### src/rtl/esm_ad9361_tune_sequencer_if.sv
// Tune request / AD9361 control bundle between the dwell controller and the tune sequencer.
interface esm_ad9361_tune_sequencer_if #(
  parameter int unsigned COUNT_WIDTH = 16
);
  logic                   Req_valid;
  logic [2:0]             Req_profile;
  logic                   Req_ready;
  logic [3:0]             Ad9361_control;
  logic [7:0]             Ad9361_status;
  logic                   Tune_done;
  logic                   Tune_timeout;
  logic [COUNT_WIDTH-1:0] Settle_cycles;
  logic                   Busy;

  modport master (
    output Req_valid, Req_profile, Ad9361_status,
    input  Req_ready, Ad9361_control, Tune_done, Tune_timeout, Settle_cycles, Busy
  );

  modport slave (
    input  Req_valid, Req_profile, Ad9361_status,
    output Req_ready, Ad9361_control, Tune_done, Tune_timeout, Settle_cycles, Busy
  );
endinterface

### src/rtl/esm_ad9361_tune_sequencer.sv
// AD9361 fast-lock retune sequencer: apply profile, blank stale status, wait for lock or timeout,
// report settle time. Re-requesting the already-locked profile completes without touching control.
module esm_ad9361_tune_sequencer #(
  parameter int unsigned BLANK_CYCLES   = 8,
  parameter int unsigned TIMEOUT_CYCLES = 1024,
  parameter int unsigned COUNT_WIDTH    = 16,
  parameter logic [7:0]  LOCK_MASK      = 8'hFF
) (
  input logic                          Clk,
  input logic                          Rst,
  esm_ad9361_tune_sequencer_if.slave   tune_if
);

  localparam logic [COUNT_WIDTH-1:0] BLANK_LAST = COUNT_WIDTH'(BLANK_CYCLES - 1);
  localparam logic [COUNT_WIDTH-1:0] WAIT_LAST  = COUNT_WIDTH'(BLANK_CYCLES + TIMEOUT_CYCLES - 1);
  localparam logic [COUNT_WIDTH-1:0] TOTAL      = COUNT_WIDTH'(BLANK_CYCLES + TIMEOUT_CYCLES);

  typedef enum logic [2:0] {IDLE, APPLY, BLANK, WAIT_LOCK, DONE} state_t;

  state_t                 state;
  logic [COUNT_WIDTH-1:0] counter;
  logic [COUNT_WIDTH-1:0] counter_inc;
  logic [COUNT_WIDTH-1:0] settle_res;
  logic [COUNT_WIDTH-1:0] settle_q;
  logic                   timeout_res;
  logic                   timeout_q;
  logic [2:0]             profile_q;
  logic [2:0]             current_profile;
  logic                   profile_valid;
  logic [3:0]             control_q;
  logic                   done_q;
  logic                   ready_q;
  logic                   busy_q;
  logic                   locked;

  always_comb begin
    locked      = (tune_if.Ad9361_status & LOCK_MASK) == LOCK_MASK;
    counter_inc = (counter == '1) ? counter : counter + 1'b1;
  end

  always_ff @(posedge Clk) begin
    if (Rst) begin
      state           <= IDLE;
      counter         <= '0;
      settle_res      <= '0;
      settle_q        <= '0;
      timeout_res     <= 1'b0;
      timeout_q       <= 1'b0;
      profile_q       <= '0;
      current_profile <= '0;
      profile_valid   <= 1'b0;
      control_q       <= '0;
      done_q          <= 1'b0;
      ready_q         <= 1'b0;
      busy_q          <= 1'b0;
    end else begin
      done_q <= 1'b0;
      case (state)
        IDLE: begin
          ready_q <= 1'b1;
          // ready_q is low in the first cycle after reset, so no accept can happen there
          if (tune_if.Req_valid && ready_q) begin
            ready_q   <= 1'b0;
            busy_q    <= 1'b1;
            profile_q <= tune_if.Req_profile;
            if (profile_valid && (tune_if.Req_profile == current_profile) && locked) begin
              settle_res  <= '0;
              timeout_res <= 1'b0;
              state       <= DONE;
            end else begin
              state <= APPLY;
            end
          end
        end
        APPLY: begin
          control_q <= {1'b1, profile_q};
          counter   <= '0;
          state     <= BLANK;
        end
        BLANK: begin
          counter <= counter_inc;
          if (counter == BLANK_LAST) state <= WAIT_LOCK;
        end
        WAIT_LOCK: begin
          counter <= counter_inc;
          // lock is tested first so a lock on the final timeout cycle still counts as success
          if (locked) begin
            settle_res  <= counter;
            timeout_res <= 1'b0;
            state       <= DONE;
          end else if (counter == WAIT_LAST) begin
            settle_res  <= TOTAL;
            timeout_res <= 1'b1;
            state       <= DONE;
          end
        end
        DONE: begin
          done_q          <= 1'b1;
          timeout_q       <= timeout_res;
          settle_q        <= settle_res;
          current_profile <= profile_q;
          profile_valid   <= 1'b1;
          ready_q         <= 1'b1;
          busy_q          <= 1'b0;
          state           <= IDLE;
        end
        default: state <= IDLE;
      endcase
    end
  end

  assign tune_if.Req_ready      = ready_q;
  assign tune_if.Ad9361_control = control_q;
  assign tune_if.Tune_done      = done_q;
  assign tune_if.Tune_timeout   = timeout_q;
  assign tune_if.Settle_cycles  = settle_q;
  assign tune_if.Busy           = busy_q;

endmodule
### src/flat_wrapper.sv
// flat-port wrapper written by rule: the top's interface ports become plain ports
module esm_ad9361_tune_sequencer_flat 
#(
  parameter int unsigned BLANK_CYCLES   = 8,
  parameter int unsigned TIMEOUT_CYCLES = 1024,
  parameter int unsigned COUNT_WIDTH    = 16,
  parameter logic [7:0]  LOCK_MASK      = 8'hFF
)
  (Clk, Rst, tune_if_Req_valid, tune_if_Req_profile, tune_if_Ad9361_status, tune_if_Req_ready, tune_if_Ad9361_control, tune_if_Tune_done, tune_if_Tune_timeout, tune_if_Settle_cycles, tune_if_Busy);
  esm_ad9361_tune_sequencer_if #(.COUNT_WIDTH(COUNT_WIDTH)) tune_if_i ();
  input logic Clk;
  input logic Rst;
  input wire logic [$bits(tune_if_i.Req_valid)-1:0] tune_if_Req_valid;
  input wire logic [$bits(tune_if_i.Req_profile)-1:0] tune_if_Req_profile;
  input wire logic [$bits(tune_if_i.Ad9361_status)-1:0] tune_if_Ad9361_status;
  output wire logic [$bits(tune_if_i.Req_ready)-1:0] tune_if_Req_ready;
  output wire logic [$bits(tune_if_i.Ad9361_control)-1:0] tune_if_Ad9361_control;
  output wire logic [$bits(tune_if_i.Tune_done)-1:0] tune_if_Tune_done;
  output wire logic [$bits(tune_if_i.Tune_timeout)-1:0] tune_if_Tune_timeout;
  output wire logic [$bits(tune_if_i.Settle_cycles)-1:0] tune_if_Settle_cycles;
  output wire logic [$bits(tune_if_i.Busy)-1:0] tune_if_Busy;
  assign tune_if_i.Req_valid = tune_if_Req_valid;
  assign tune_if_i.Req_profile = tune_if_Req_profile;
  assign tune_if_i.Ad9361_status = tune_if_Ad9361_status;
  assign tune_if_Req_ready = tune_if_i.Req_ready;
  assign tune_if_Ad9361_control = tune_if_i.Ad9361_control;
  assign tune_if_Tune_done = tune_if_i.Tune_done;
  assign tune_if_Tune_timeout = tune_if_i.Tune_timeout;
  assign tune_if_Settle_cycles = tune_if_i.Settle_cycles;
  assign tune_if_Busy = tune_if_i.Busy;
  esm_ad9361_tune_sequencer #(.BLANK_CYCLES(BLANK_CYCLES), .TIMEOUT_CYCLES(TIMEOUT_CYCLES), .COUNT_WIDTH(COUNT_WIDTH), .LOCK_MASK(LOCK_MASK)) u_core (.Clk(Clk), .Rst(Rst), .tune_if(tune_if_i));
endmodule
### config.mk
export PLATFORM = sky130hd
export DESIGN_NAME = esm_ad9361_tune_sequencer_flat
export DESIGN_NICKNAME = d
export VERILOG_FILES = /design/src/rtl/esm_ad9361_tune_sequencer_if.sv /design/src/rtl/esm_ad9361_tune_sequencer.sv /design/src/flat_wrapper.sv
export SDC_FILE = /design/constraint.sdc
export NUM_CORES = 1
export LEC_CHECK = 0
export CORE_ASPECT_RATIO = 1.5
export CORE_MARGIN = 2
export CORE_UTILIZATION = 55
export DETAILED_ROUTE_END_ITERATION = 8
export DONT_BUFFER_PORTS = 1
export GPL_TIMING_DRIVEN = 0
export HOLD_SLACK_MARGIN = 0.05
export PLACE_DENSITY = 0.7
export RECOVER_POWER = 50
export SYNTH_ARGS = -nofsm -noshare
export SYNTH_HDL_FRONTEND = slang
export SYNTH_SLANG_ARGS = --single-unit
export TNS_END_PERCENT = 50
### constraint.sdc
create_clock -name Clk -period 2.2 [get_ports Clk]
set_input_delay 0.44 -clock Clk [delete_from_list [all_inputs] [get_ports Clk]]
set_output_delay 0.44 -clock Clk [all_outputs]
set_load 0.03 [all_outputs]
==> flow_metrics.env <==
export IMPL_status="finished clean"
export IMPL_critPathKind="flop to flop"
export IMPL_synth_area_per_cell_sq_um=8.68
export IMPL_viasPerCell=5.72
export IMPL_io_pins=38
export IMPL_postCtsHoldBufs=0
export IMPL_synthDistinctLibCells=49
export IMPL_yosys_top_cells_count="nand2_1 (74), dfxtp_1 (67), a21oi_1 (32)"
export IMPL_drc=0
export IMPL_grt_usage=0.254
export IMPL_finalCritPeriodShare=0.963
export IMPL_min_to="u_core.profile_q[2]"
export IMPL_floorplan_core_area_sq_mm=0.00516
export IMPL_final_antenna_net_count=0
export IMPL_drt_total_wl_um=6890
export IMPL_path_clk_slew_ps=80
export IMPL_cts_tree="yes"
export IMPL_hold_path_cell_count=2
export IMPL_swShare=0.246
export IMPL_place_hpwl_um=5010
export IMPL_n_antenna_cell=0
export IMPL_num_fill_cells=450
export IMPL_gp_congestion=0.889
export IMPL_final_nets=371
export IMPL_timing_fmax_ghz=0.472
export IMPL_cts_root_buf="clkbuf_8"
export IMPL_clk_latency_ps=350
export IMPL_dp_cells=410
export IMPL_grt_pass1_vias=2504
export IMPL_pwr_share_clk=0.433
export IMPL_cts_sinks=67
export IMPL_rsz0062_at_grt="false"
export IMPL_dpl_cell_area_sq_mm=0.00305
export IMPL_synth_edf_count=0
export IMPL_antenna_found_initial=0
export IMPL_setup_violations=0
export IMPL_switchingPower_mw=0.581
export IMPL_multiInputGateArea_sq_mm=0.00151
export IMPL_crit_arrival_ps=2370
export IMPL_crit_fanout=6
export IMPL_p_comb_frac=0.042
export IMPL_tightest_slew_ps=821
export IMPL_io_buffers=0
export IMPL_path_cells="ha_4 -> or4b_4 -> nor4_4 -> o21ai_4 -> nor2_4 -> clkbuf_16 -> o21ai_2"
export IMPL_r2r_start="u_core.counter[0]"
export IMPL_die_w_um=64.0
export IMPL_htree_num_levels=3
export IMPL_synth_seq_cells=67
export IMPL_period_needed_ps=2120
export IMPL_reg2reg_slack_ps=80
export IMPL_slew_violations=0
export IMPL_p_leak_nw=1.09
export IMPL_holdCritPathClass="primary input to flop"
export IMPL_r2r_cells=7
export IMPL_relSlewSlack=0.438
export IMPL_grt_pass1_wl_um=11500
export IMPL_floorplan_initialDensity=0.575
export IMPL_pwr_share_seq=0.525
export IMPL_cp_slowest_cell="or4b_4"
export IMPL_drive_gt1_frac=0.166
export IMPL_dieArea_sq_mm=0.00601
export IMPL_synth_seq_area_share=0.452
export IMPL_cp_start_kind="flop"
export IMPL_synth_nets=357
export IMPL_yosys_cell_count_top_type="nand2_1"
export IMPL_cts_made_buffers=9
export IMPL_routedWlPerCell_um=16.1
export IMPL_final_cells=429
export IMPL_first_pass_iters=5
export IMPL_dieHeight_um=94.0
export IMPL_syn_inst=342
export IMPL_synth_area_sq_mm=0.00297
export IMPL_power_total_mw=2.36
export IMPL_end_kind="flop"
export IMPL_initialDrtViolationCount=88
export IMPL_intPower_mw=1.78
export IMPL_synthFlopType="dfxtp_1"
export IMPL_yosys_area_top_type_share=0.452
export IMPL_overflow=0
export IMPL_finClkSkew_ps=7.62
export IMPL_hp_start="tune_if_Req_profile[2]"
export IMPL_cpPeakStageDelay_ps=480
export IMPL_vias=2453
export IMPL_peakVddDrop_uv=532
export IMPL_async_reset_ff_frac=0
export IMPL_crit_required_ps=2450
export IMPL_final_cell_area_sq_mm=0.00332
export IMPL_finalHoldViolCount=0
export IMPL_grt_max_degree=14
export IMPL_area_growth_pct=11.9
export IMPL_num_rows=32
export IMPL_clockBufferDepth=2
export IMPL_powerDensity_mw_per_mm2=711
export IMPL_rr_endpoint="u_core.settle_res[7]"
export IMPL_yosys_top_cells_area="dfxtp_1 (45%), nand2_1 (9.4%), a21oi_1 (5.4%)"
export IMPL_maxCapViolations=0
export IMPL_synth_warnings=0
export IMPL_seq_area_sq_mm=0.00135
export IMPL_synth_top_cell_by_area="dfxtp_1"
[through the flow]
stage	util	setup TNS, ps	setup WS (ps)	hold slack, ps
2_1_floorplan	-	0	194	427
3_3_place_gp	0.591	-627	-68.8	438
3_5_place_dp	0.591	-713	-76.2	443
4_1_cts	0.630	0	49.4	233
5_1_grt	0.643	0	4.69	247
6_report	0.643	0	80.3	246
[power groups by stage]
stage               combinational [mW]  clock [mW]  sequential, mW
CTS                             0.0970        1.04            1.24
floorplan                       0.0711           0            1.27
finish                           0.100        1.02            1.24
detailed placement              0.0966           0            1.27
global placement                0.0939           0            1.27
global route                     0.111        1.09            1.24
[flip-flops by register name, summed over array words and instances, names as in the netlist]
signal                         cells
u_core.counter                    16
u_core.settle_res                 16
u_core.tune_if.Settle_cycles      16
u_core.tune_if.Ad9361_control      4
u_core.current_profile             3
u_core.profile_q                   3
u_core.state                       3
u_core.profile_valid               1
u_core.timeout_res                 1
u_core.tune_if.Busy                1
u_core.tune_if.Req_ready           1
u_core.tune_if.Tune_done           1
u_core.tune_if.Tune_timeout        1
[final cells by class]
cell class | instances | share of cell area
buffer | 21 | 0.0411
clock buffer | 9 | 0.0373
clock inverter | 7 | 0.0234
inverter | 1 | 0.00113
multi-input combinational | 253 | 0.453
sequential | 67 | 0.406
tap | 68 | 0.0256
timing repair buffer | 3 | 0.0121
[repair_timing]
action / in CTS / in global routing
pin swaps: 1 / 3
setup endpoints to repair: 10 / 11
cloned: 0 / 1
buffers inserted: 0 / 2
gates resized for setup: 0 / 7
[routing by layer]
| metal | routed length (um) | up-vias | track usage | share of wire |
|---|---|---|---|---|
| li1 | - | 1212 | - | - |
| met1 | 2750 | 1162 | 0.254 | 0.40 |
| met2 | 3690 | 61 | 0.467 | 0.54 |
| met3 | 290 | 18 | 0.0576 | 0.042 |
| met4 | 164 | 0 | 0.154 | 0.024 |
| met5 | 0 | - | 0 | 0 |
[cell usage in the layout, fill, tap and decap left out, drive strengths merged, types with 4 or more instances in the layout]
master and count:
nand2 74, xor2 4, or2 4, nor2 24
a2111oi 4, mux2i 7, and4 4, buf 11
and2 5, nand3 7, dfxtp 67, o2111ai 7
nand2b 6, or3 5, clkbuf 22, xnor2 6
o21ai 23, or2b 9, nand4 5, clkinv 4
a21oi 32, nor3 4
[critical path, delay by kind of cell, from the launching register on]
family / cells / cell delay (ps)
and+or+nand+nor: 3 / 1100
DFF: 1 / 390
buffers and inverters: 1 / 190
adders and majority gates: 1 / 160
AOI/OAI and AO/OA: 2 / 160
[worst max-delay path by stage]
stage                       from                     to  slack (ps)  cells after the start
4_1_cts        u_core.counter[0]  u_core.settle_res[13]          50                      7
2_1_floorplan  u_core.counter[0]  u_core.settle_res[11]         190                      7
6_report       u_core.counter[0]   u_core.settle_res[7]          80                      7
3_5_place_dp   u_core.counter[1]  u_core.settle_res[12]         -80                      7
3_3_place_gp   u_core.counter[1]  u_core.settle_res[13]         -70                      7
5_1_grt        u_core.counter[0]   u_core.settle_res[7]           5                      7
[kinds of logic after synthesis]
group | synth area share
xor+xnor | 0.0295
buf+inv | 0.0472
fa+ha+maj | 0.00422
mux | 0.0236
flops | 0.452
compound gates | 0.165
simple gates | 0.278
Power figures use the tool's default switching activity.
